[src/rtl/output_uart.sv]
// Serial transmitter fed by a small FIFO: 8N1-style frames (start, N data bits LSB first, stop),
// with a sticky overflow flag for strobes that arrive while the FIFO is full.
module output_uart #(
  parameter int unsigned N            = 8,
  parameter int unsigned CLKS_PER_BIT = 16,
  parameter int unsigned FIFO_DEPTH   = 4
) (
  input  logic                          clk,
  input  logic                          reset_n,
  input  logic [N-1:0]                  data_in,
  input  logic                          load_strobe,
  input  logic                          clear_overflow,
  output logic                          tx,
  output logic                          busy,
  output logic                          fifo_full,
  output logic [$clog2(FIFO_DEPTH):0]   fifo_count,
  output logic                          overflow
);

  localparam int unsigned AW = $clog2(FIFO_DEPTH);
  localparam int unsigned CW = $clog2(CLKS_PER_BIT);
  localparam int unsigned BW = (N > 1) ? $clog2(N) : 1;

  localparam logic [AW:0]   FullCnt = (AW + 1)'(FIFO_DEPTH);
  localparam logic [CW-1:0] LastClk = CW'(CLKS_PER_BIT - 1);
  localparam logic [BW-1:0] LastBit = BW'(N - 1);

  typedef enum logic [1:0] {StIdle, StStart, StData, StStop} state_e;

  state_e        state_q, state_d;
  logic [CW-1:0] cnt_q, cnt_d;
  logic [BW-1:0] bit_q, bit_d;
  logic [N-1:0]  shreg_q, shreg_d;
  logic [AW-1:0] wr_ptr_q, wr_ptr_d, rd_ptr_q, rd_ptr_d;
  logic [AW:0]   count_q, count_d;
  logic          ovf_q, ovf_d;
  logic [N-1:0]  mem_q [FIFO_DEPTH];

  logic pop, push, drop, bit_end;

  // A full FIFO still accepts a strobe when the head is leaving on the same edge.
  assign pop     = (state_q == StIdle) && (count_q != '0);
  assign push    = load_strobe && ((count_q != FullCnt) || pop);
  assign drop    = load_strobe && !push;
  assign bit_end = (cnt_q == LastClk);

  always_comb begin
    count_d  = count_q;
    wr_ptr_d = wr_ptr_q;
    rd_ptr_d = rd_ptr_q;
    ovf_d    = ovf_q;
    state_d  = state_q;
    cnt_d    = '0;
    bit_d    = bit_q;
    shreg_d  = shreg_q;

    if (push && !pop) begin
      count_d = count_q + 1'b1;
    end else if (pop && !push) begin
      count_d = count_q - 1'b1;
    end
    if (push) wr_ptr_d = wr_ptr_q + 1'b1;
    if (pop)  rd_ptr_d = rd_ptr_q + 1'b1;

    if (drop) begin
      ovf_d = 1'b1;
    end else if (clear_overflow) begin
      ovf_d = 1'b0;
    end

    if (state_q != StIdle) cnt_d = bit_end ? '0 : cnt_q + 1'b1;

    case (state_q)
      StIdle: begin
        if (pop) begin
          shreg_d = mem_q[rd_ptr_q];
          state_d = StStart;
        end
      end
      StStart: begin
        if (bit_end) begin
          state_d = StData;
          bit_d   = '0;
        end
      end
      StData: begin
        if (bit_end) begin
          shreg_d = shreg_q >> 1;
          if (bit_q == LastBit) begin
            state_d = StStop;
          end else begin
            bit_d = bit_q + 1'b1;
          end
        end
      end
      StStop: begin
        if (bit_end) state_d = StIdle;
      end
      default: state_d = StIdle;
    endcase
  end

  always_ff @(posedge clk or negedge reset_n) begin
    if (!reset_n) begin
      state_q  <= StIdle;
      cnt_q    <= '0;
      bit_q    <= '0;
      shreg_q  <= '0;
      wr_ptr_q <= '0;
      rd_ptr_q <= '0;
      count_q  <= '0;
      ovf_q    <= 1'b0;
    end else begin
      state_q  <= state_d;
      cnt_q    <= cnt_d;
      bit_q    <= bit_d;
      shreg_q  <= shreg_d;
      wr_ptr_q <= wr_ptr_d;
      rd_ptr_q <= rd_ptr_d;
      count_q  <= count_d;
      ovf_q    <= ovf_d;
    end
  end

  // Storage needs no reset; the pointers and count define what is valid.
  always_ff @(posedge clk) begin
    if (push) mem_q[wr_ptr_q] <= data_in;
  end

  // Outputs decode straight from reset-cleared state so reset takes effect without a clock.
  assign tx         = (state_q == StData) ? shreg_q[0] : (state_q != StStart);
  assign busy       = (state_q != StIdle) || (count_q != '0);
  assign fifo_full  = (count_q == FullCnt);
  assign fifo_count = count_q;
  assign overflow   = ovf_q;

endmodule

[config.mk]
export PLATFORM = sky130hd
export DESIGN_NAME = output_uart
export DESIGN_NICKNAME = d
export VERILOG_FILES = /design/src/rtl/output_uart.sv
export SDC_FILE = /design/constraint.sdc
export NUM_CORES = 1
export LEC_CHECK = 0
export BUFFER_PORTS_ARGS = -buffer_cell sky130_fd_sc_hd__buf_2
export CAP_MARGIN = 10
export CORE_AREA = 2 2 102 94
export CTS_CLUSTER_SIZE = 8
export DETAILED_ROUTE_END_ITERATION = 8
export DIE_AREA = 0 0 104 96
export PLACE_DENSITY = 0.48
export REMOVE_ABC_BUFFERS = 1
export SLEW_MARGIN = 0
export SYNTH_ARGS = -nofsm -noshare
export SYNTH_HDL_FRONTEND = slang
export SYNTH_SLANG_ARGS = --single-unit
[constraint.sdc]
create_clock -name clk -period 2.3 [get_ports clk]
set_input_delay 0.345 -clock clk [delete_from_list [all_inputs] [get_ports clk]]
set_output_delay 0.345 -clock clk [all_outputs]
set_load 0.02 [all_outputs]
Word-level counts from Yosys, hierarchy flattened
Memories as Yosys holds them, arrays and structs flattened.
Cells that the tools add are included.
{"block": "classes", "eq_ne": 14, "muxes": 22, "reduce_logical": 19, "n_addsub": 6}
{"cell": "8-bit 2-to-1 mux", "n": 2}
{"cell": "8-bit one-hot mux with 2 select lines", "n": 1}
{"cell": "3-bit 2-to-1 mux", "n": 5}
{"cell": "2-bit inequality test, second input constant", "n": 6}
{"cell": "2-bit 2-to-1 mux", "n": 5}
{"cell": "2-bit nonzero test", "n": 5}
{"cell": "4-bit 2-to-1 mux", "n": 2}
{"cell": "2-bit one-hot mux with 4 select lines", "n": 1}
{"cell": "3-bit by 1-bit adder with 3-bit output, second input constant", "n": 2}
{"cell": "3-bit == test, second input constant", "n": 2}
{"cell": "3-bit one-hot mux with 2 select lines", "n": 1}
{"cell": "1-bit logical AND", "n": 5}
{"cell": "1-bit 2-to-1 mux", "n": 5}
{"cell": "5-bit AND reduction", "n": 1}
{"cell": "2-bit by 1-bit adder with 2-bit output, second input constant", "n": 2}
{"cell": "4-bit by 1-bit adder with 4-bit output, second input constant", "n": 1}
{"cell": "2-bit == test, second input constant", "n": 2}
{"cell": "4-bit == test, second input constant", "n": 1}
{"cell": "4-bit AND reduction", "n": 1}
{"cell": "3-bit inequality test, second input constant", "n": 1}
{"cell": "3-bit AND reduction", "n": 1}
{"cell": "3-bit nonzero test", "n": 1}
{"cell": "3-bit by 1-bit subtractor with 3-bit output, second input constant", "n": 1}
{"cell": "2-bit by 1-bit == test with 1-bit output, second input constant", "n": 1}
{"cell": "4 further kinds", "n": 6}
{"block": "totals", "wordCells": 70, "ram_bits": 32, "out_inout_bits": 7, "mem_count": 1, "in_bits": 12, "register_bits": 25}
{"memory": "mem_q", "depth": 4, "word_bits": 8, "read_ports": 1, "rd_clocked_by_memory_dff": 0, "write_ports": 1, "line_no": "37", "text": "logic [N-1:0] mem_q [FIFO_DEPTH];"}

Depth between registers and ports, before layout
{"block": "depth", "depth_word": 8, "depth_mapped": 12, "mapped_depth_nobuf": 10}

Worst setup path before layout
Ideal clock, no wire load.
{"block": "synth_path", "kind": "register to register", "start": "reg state_q[0]", "end": "reg count_q[1], in the netlist fifo_count[1]", "stages_incl_launch_ff": 11, "synth_period_minus_slack_ns": 2.337, "arrival_ns": 2.213, "required_ns": 2.175, "n_path_buf": 2, "setup_slack_ns": -0.037, "setup_ns": 0.125, "path_cell_list": "dfrtp_1 > inv_1 > ha_1 > buf_4 > nor4b_1 > nor2b_1 > clkbuf_1 > ha_1 > inv_1 > fa_1 > mux2_2"}
{"block": "synth_between", "elab_cells_between_ends": 10, "classes_between": "mux (1); reduce/logical (9)"}
{"item": "start: declaration", "line_no": "30", "text": "state_e state_q, state_d;"}
{"item": "start signal: assignment", "line_no": "105", "text": "state_q <= StIdle;"}
{"item": "start signal: assignment", "line_no": "114", "text": "state_q <= state_d;"}
{"item": "2-bit zero test", "line_no": "42", "text": "assign pop = (state_q == StIdle) && (count_q != '0);"}
{"item": "1-bit logical AND", "line_no": "42"}
{"item": "1-bit logical OR", "line_no": "43", "text": "assign push = load_strobe && ((count_q != FullCnt) || pop);"}
{"item": "1-bit logical AND", "line_no": "43"}
{"item": "named net push", "line_no": "39", "text": "logic pop, push, drop, bit_end;"}
{"item": "1-bit logical AND", "line_no": "57", "text": "if (push && !pop) begin"}
{"item": "3-bit 2-to-1 mux", "line_no": "57"}
{"item": "named net count_d[1]", "line_no": "35", "text": "logic [AW:0] count_q, count_d;"}
{"item": "end signal: assignment", "line_no": "120", "text": "count_q <= count_d;"}
{"item": "end: declaration", "line_no": "35"}
The timed path passes the listed nets, and every way through them passes these cells.
A chain may end at the register's enable or synchronous reset.

Worst setup path after layout
{"block": "layout_path", "start": "reg state_q[1]", "end": "reg count_q[2], in the netlist fifo_count[2]"}
{"block": "layout_between", "elab_chain_cells": 7, "elab_cells_between_ends": 10, "classes_between": "mux (1); reduce/logical (9)"}
{"item": "2-bit zero test (*)", "line_no": "42"}
{"item": "1-bit logical AND (*)", "line_no": "42"}
{"item": "1-bit logical OR", "line_no": "43"}
{"item": "1-bit logical AND", "line_no": "43"}
{"item": "1-bit zero test", "line_no": "59", "text": "end else if (pop && !push) begin"}
{"item": "1-bit logical AND", "line_no": "59"}
{"item": "2-bit nonzero test (no line)"}
Every way passes the cells marked *; elsewhere a longest branch is shown, timed or not.

==> impl_metrics.yaml <==
outcome:
  status: "completed"
timing:
  max_slew_margin_pct: 59.8
  layout_worst_path_cycle_share_pct: 93.2
  rsz0062_at_grt: "no"
  slew_violations: 0
  setup_viol: 0
  min_period_ps: 2140
  fin_setup_tns_ps: 0
  skew_ps: 11.5
  clock.fmax_ghz: 0.467
  worstMarginPinSlew_ps: 603
  final-hold-violation-count: 0
critical_path:
  required_ps: 2550
  r2r-end: "fifo_count[2]$_DFFE_PN0P_"
  path_class: "reg2reg"
  critPathLaunchType: "register"
  worstRegToRegCells: 10
  r2r-start: "state_q[1]$_DFFE_PN0P_"
  path_max_fanout: 7
  cp-end-kind: "register"
  rrSetupSlack_ps: 160
  arrival_ps: 2400
route:
  dr.max_layer_used: "met4"
  drtIter0Drc: 65
  viasPerCell: 4.40
  met2_length_um: 2190
  drcViolationCount: 0
  wl_met3_um: 125
  post_drt_wl_per_cell_um: 14.4
  wl_met1_um: 2490
  vias: 1491
  dr.pass1.iters: 4
  ant_nets: 0
  wl_um: 4870
synthesis:
  synth_compound_area_share_pct: 7.34
  synth_xor_area_share_pct: 2.35
  yosysWarnings: 0
  synthesis.area_um2: 2610
  ys_seq_area_share_pct: 60.8
  synth_top_family_by_area: "multiplexers"
  syn_avg_cell_area_um2: 14.3
  synth_simple_gate_area_share_pct: 7.29
  synth_fa_ha_area_share_pct: 7.00
  muxShareOfSynthArea_pct: 12.0
  synth.ff_latch_count: 57
  netlist-cell-type-count: 41
  postSynthCellCount: 183
floorplanning:
  core_um2: 8920
  ios: 19
  start_util_pct: 29.3
  die_y_um: 96
  dieArea_um2: 9980
  die_x_um: 104
  row_count: 33
flow_run:
  cap_violations: 0
clocking:
  cts_tree: "done"
  clockBufferDepth: 2
  cts.sinks: 57
  clkTransAtPathRegs_ps: 70
  numCtsBuffers: 9
  htreeDepth: 3
  clockRootBuffer: "clkbuf_8"
  postCtsHoldBufs: 0
  clk_latency_ps: 330
power:
  p_leak_nw: 1.29
  ir_worst_vdd_mv: 0.563
  pwr_density_cell_nw_per_um2: 1420
global_route:
  grt_pass1_wl_um: 8260
  grt_overflow: 0
  grt_pass1_vias: 1579
  grtUsageTotal_pct: 11.0
  antenna_found_initial: 0
  grt_max_degree: 26
min_path:
  hold_class: "in2async"
finish:
  regArea_um2: 1590
  fillers: 914
  diodes: 0
  multi_input_area_um2: 960
  fin_nets: 238
  design_area_um2: 3100
  drive_gt1_share_pct: 28.6
  area_growth_pct: 19.0
placed_design:
  dpl_cell_area_um2: 2870
  gp_congestion: 0.745
  dpl.hpwl_um: 3270
  io_buffers: 18
-- critical path, stage by stage (launching register included) --
cell and delay, ps:
dfrtp_1 390, inv_1 90, ha_2 200, buf_4 160, o31ai_1 110, ha_2 280, inv_1 50, fa_1 370
xor2_1 170, nor2_1 110, xor2_1 150
-- cells by family (layout without fill, tap and decap cells) --
group	after synthesis	count (layout)
flops	57	57
compound gates	26	26
mux	27	27
buf+inv	18	52
simple gates	34	34
fa+ha+maj	14	14
xor+xnor	7	7
-- metal layers --
| metal | vias up | track usage, % |
|---|---|---|
| met3 | 5 | 3.32 |
| li1 | 731 | - |
| met1 | 730 | 14.4 |
| met4 | 0 | 5.41 |
| met5 | - | 0 |
| met2 | 25 | 16.9 |
-- registers in the layout (all words and copies together) (netlist names) --
name,count
wr_ptr_q,2
overflow,1
rd_ptr_q,2
mem_q,32
bit_q,3
state_q,2
cnt_q,4
fifo_count,3
shreg_q,8
-- per-stage QoR --
step / util, % / setup slack, ps / std cells / hold WS [ps] / power, W
2_1_floorplan: - / 30.5 / 173 / 49.4 / 0.00288
3_3_place_gp: 32.1 / 113 / 322 / 394 / 0.00337
3_5_place_dp: 32.1 / 33.2 / 322 / 393 / 0.00340
4_1_cts: 34.6 / 108 / 338 / 33.6 / 0.00443
5_1_grt: 34.8 / 11.3 / 339 / 51.3 / 0.00474
6_report: 34.8 / 157 / 339 / 20.2 / 0.00440
-- layout make-up --
| class | instances | share of cell area, % |
|---|---|---|
| clock buffers | 10 | 4.11 |
| clock inverters | 6 | 2.66 |
| inverters | 8 | 0.967 |
| multi-input cells | 108 | 30.9 |
| well taps | 122 | 4.92 |
| flip-flops and latches | 57 | 51.1 |
| repair buffers | 28 | 5.32 |
-- worst max-delay path by stage --
stage,start,to,cells past startpoint
global placement,state_q[0]$_DFFE_PN0P_,fifo_count[1]$_DFFE_PN0P_,8
floorplan,state_q[0]$_DFFE_PN0P_,fifo_count[2]$_DFFE_PN0P_,10
detailed placement,state_q[0]$_DFFE_PN0P_,fifo_count[1]$_DFFE_PN0P_,8
CTS,state_q[0]$_DFFE_PN0P_,fifo_count[1]$_DFFE_PN0P_,8
finish,state_q[1]$_DFFE_PN0P_,fifo_count[2]$_DFFE_PN0P_,10
global route,state_q[1]$_DFFE_PN0P_,fifo_count[2]$_DFFE_PN0P_,10
-- cells in the mapped netlist (all sizes together) --
master	count	area share, %
and3	1	0.24
dfrtp	25	24
a21oi	2	0.38
o22ai	1	0.24
nand4b	1	0.34
fa	1	0.77
o31ai	1	0.29
ha	13	6.2
edfxtp	32	37
inv	8	1.2
o21ai	6	1.2
nand2b	2	0.48
o211ai	1	0.29
xor2	2	0.67
a22o	2	0.67
nor3b	1	0.29
and2	4	0.96
buf	6	1.4
clkbuf	4	0.58
o211a	1	0.38
o2bb2ai	1	0.34
nor2	3	0.43
xnor2	5	1.7
or4b	1	0.53
and2b	1	0.34
o221ai	8	2.7
mux2i	16	6.1
nor2b	2	0.48
mux2	11	5.9
nor3	2	0.38
nand2	11	1.6
a22oi	1	0.29
o311ai	1	0.34
a21boi	1	0.29
or2	3	0.72
nand3	1	0.19
nor4b	1	0.34
-- cells in the final DEF (no fill, tap or decap), types with 3 or more instances in the layout --
| cell type | Yosys | final |
|---|---|---|
| edfxtp_1 | 32 | 32 |
| ha_1 | 13 | 11 |
| mux2i_1 | 16 | 16 |
| buf_4 | 1 | 10 |
| clkbuf_8 | 0 | 9 |
| or2_2 | 3 | 3 |
| dfrtp_1 | 25 | 25 |
| nand2_1 | 11 | 11 |
| buf_2 | 3 | 18 |
| o221ai_1 | 8 | 8 |
| and2_1 | 4 | 4 |
| nor2_1 | 3 | 3 |
| mux2_4 | 8 | 8 |
| mux2_2 | 3 | 3 |
| xnor2_1 | 5 | 5 |
| inv_1 | 8 | 7 |
| o21ai_0 | 6 | 6 |
-- power breakdown --
part | switching (W) | total, W | internal, W
clock | 0.000395 | 0.000999 | 0.000604
sequential | 0.000212 | 0.00164 | 0.00143
combinational | 0.000872 | 0.00176 | 0.000886
total | 0.00148 | 0.00440 | 0.00292
-- what timing repair did --
item / in CTS / in global routing
pin swaps: 0 / 1
setup endpoints to repair: 1 / 2
gates resized for setup: 1 / 4
gates cloned: 0 / 0
hold endpoints to repair: 0 / 0
buffers inserted: 0 / 1
No activity file was read; power rests on OpenSTA's default activity.
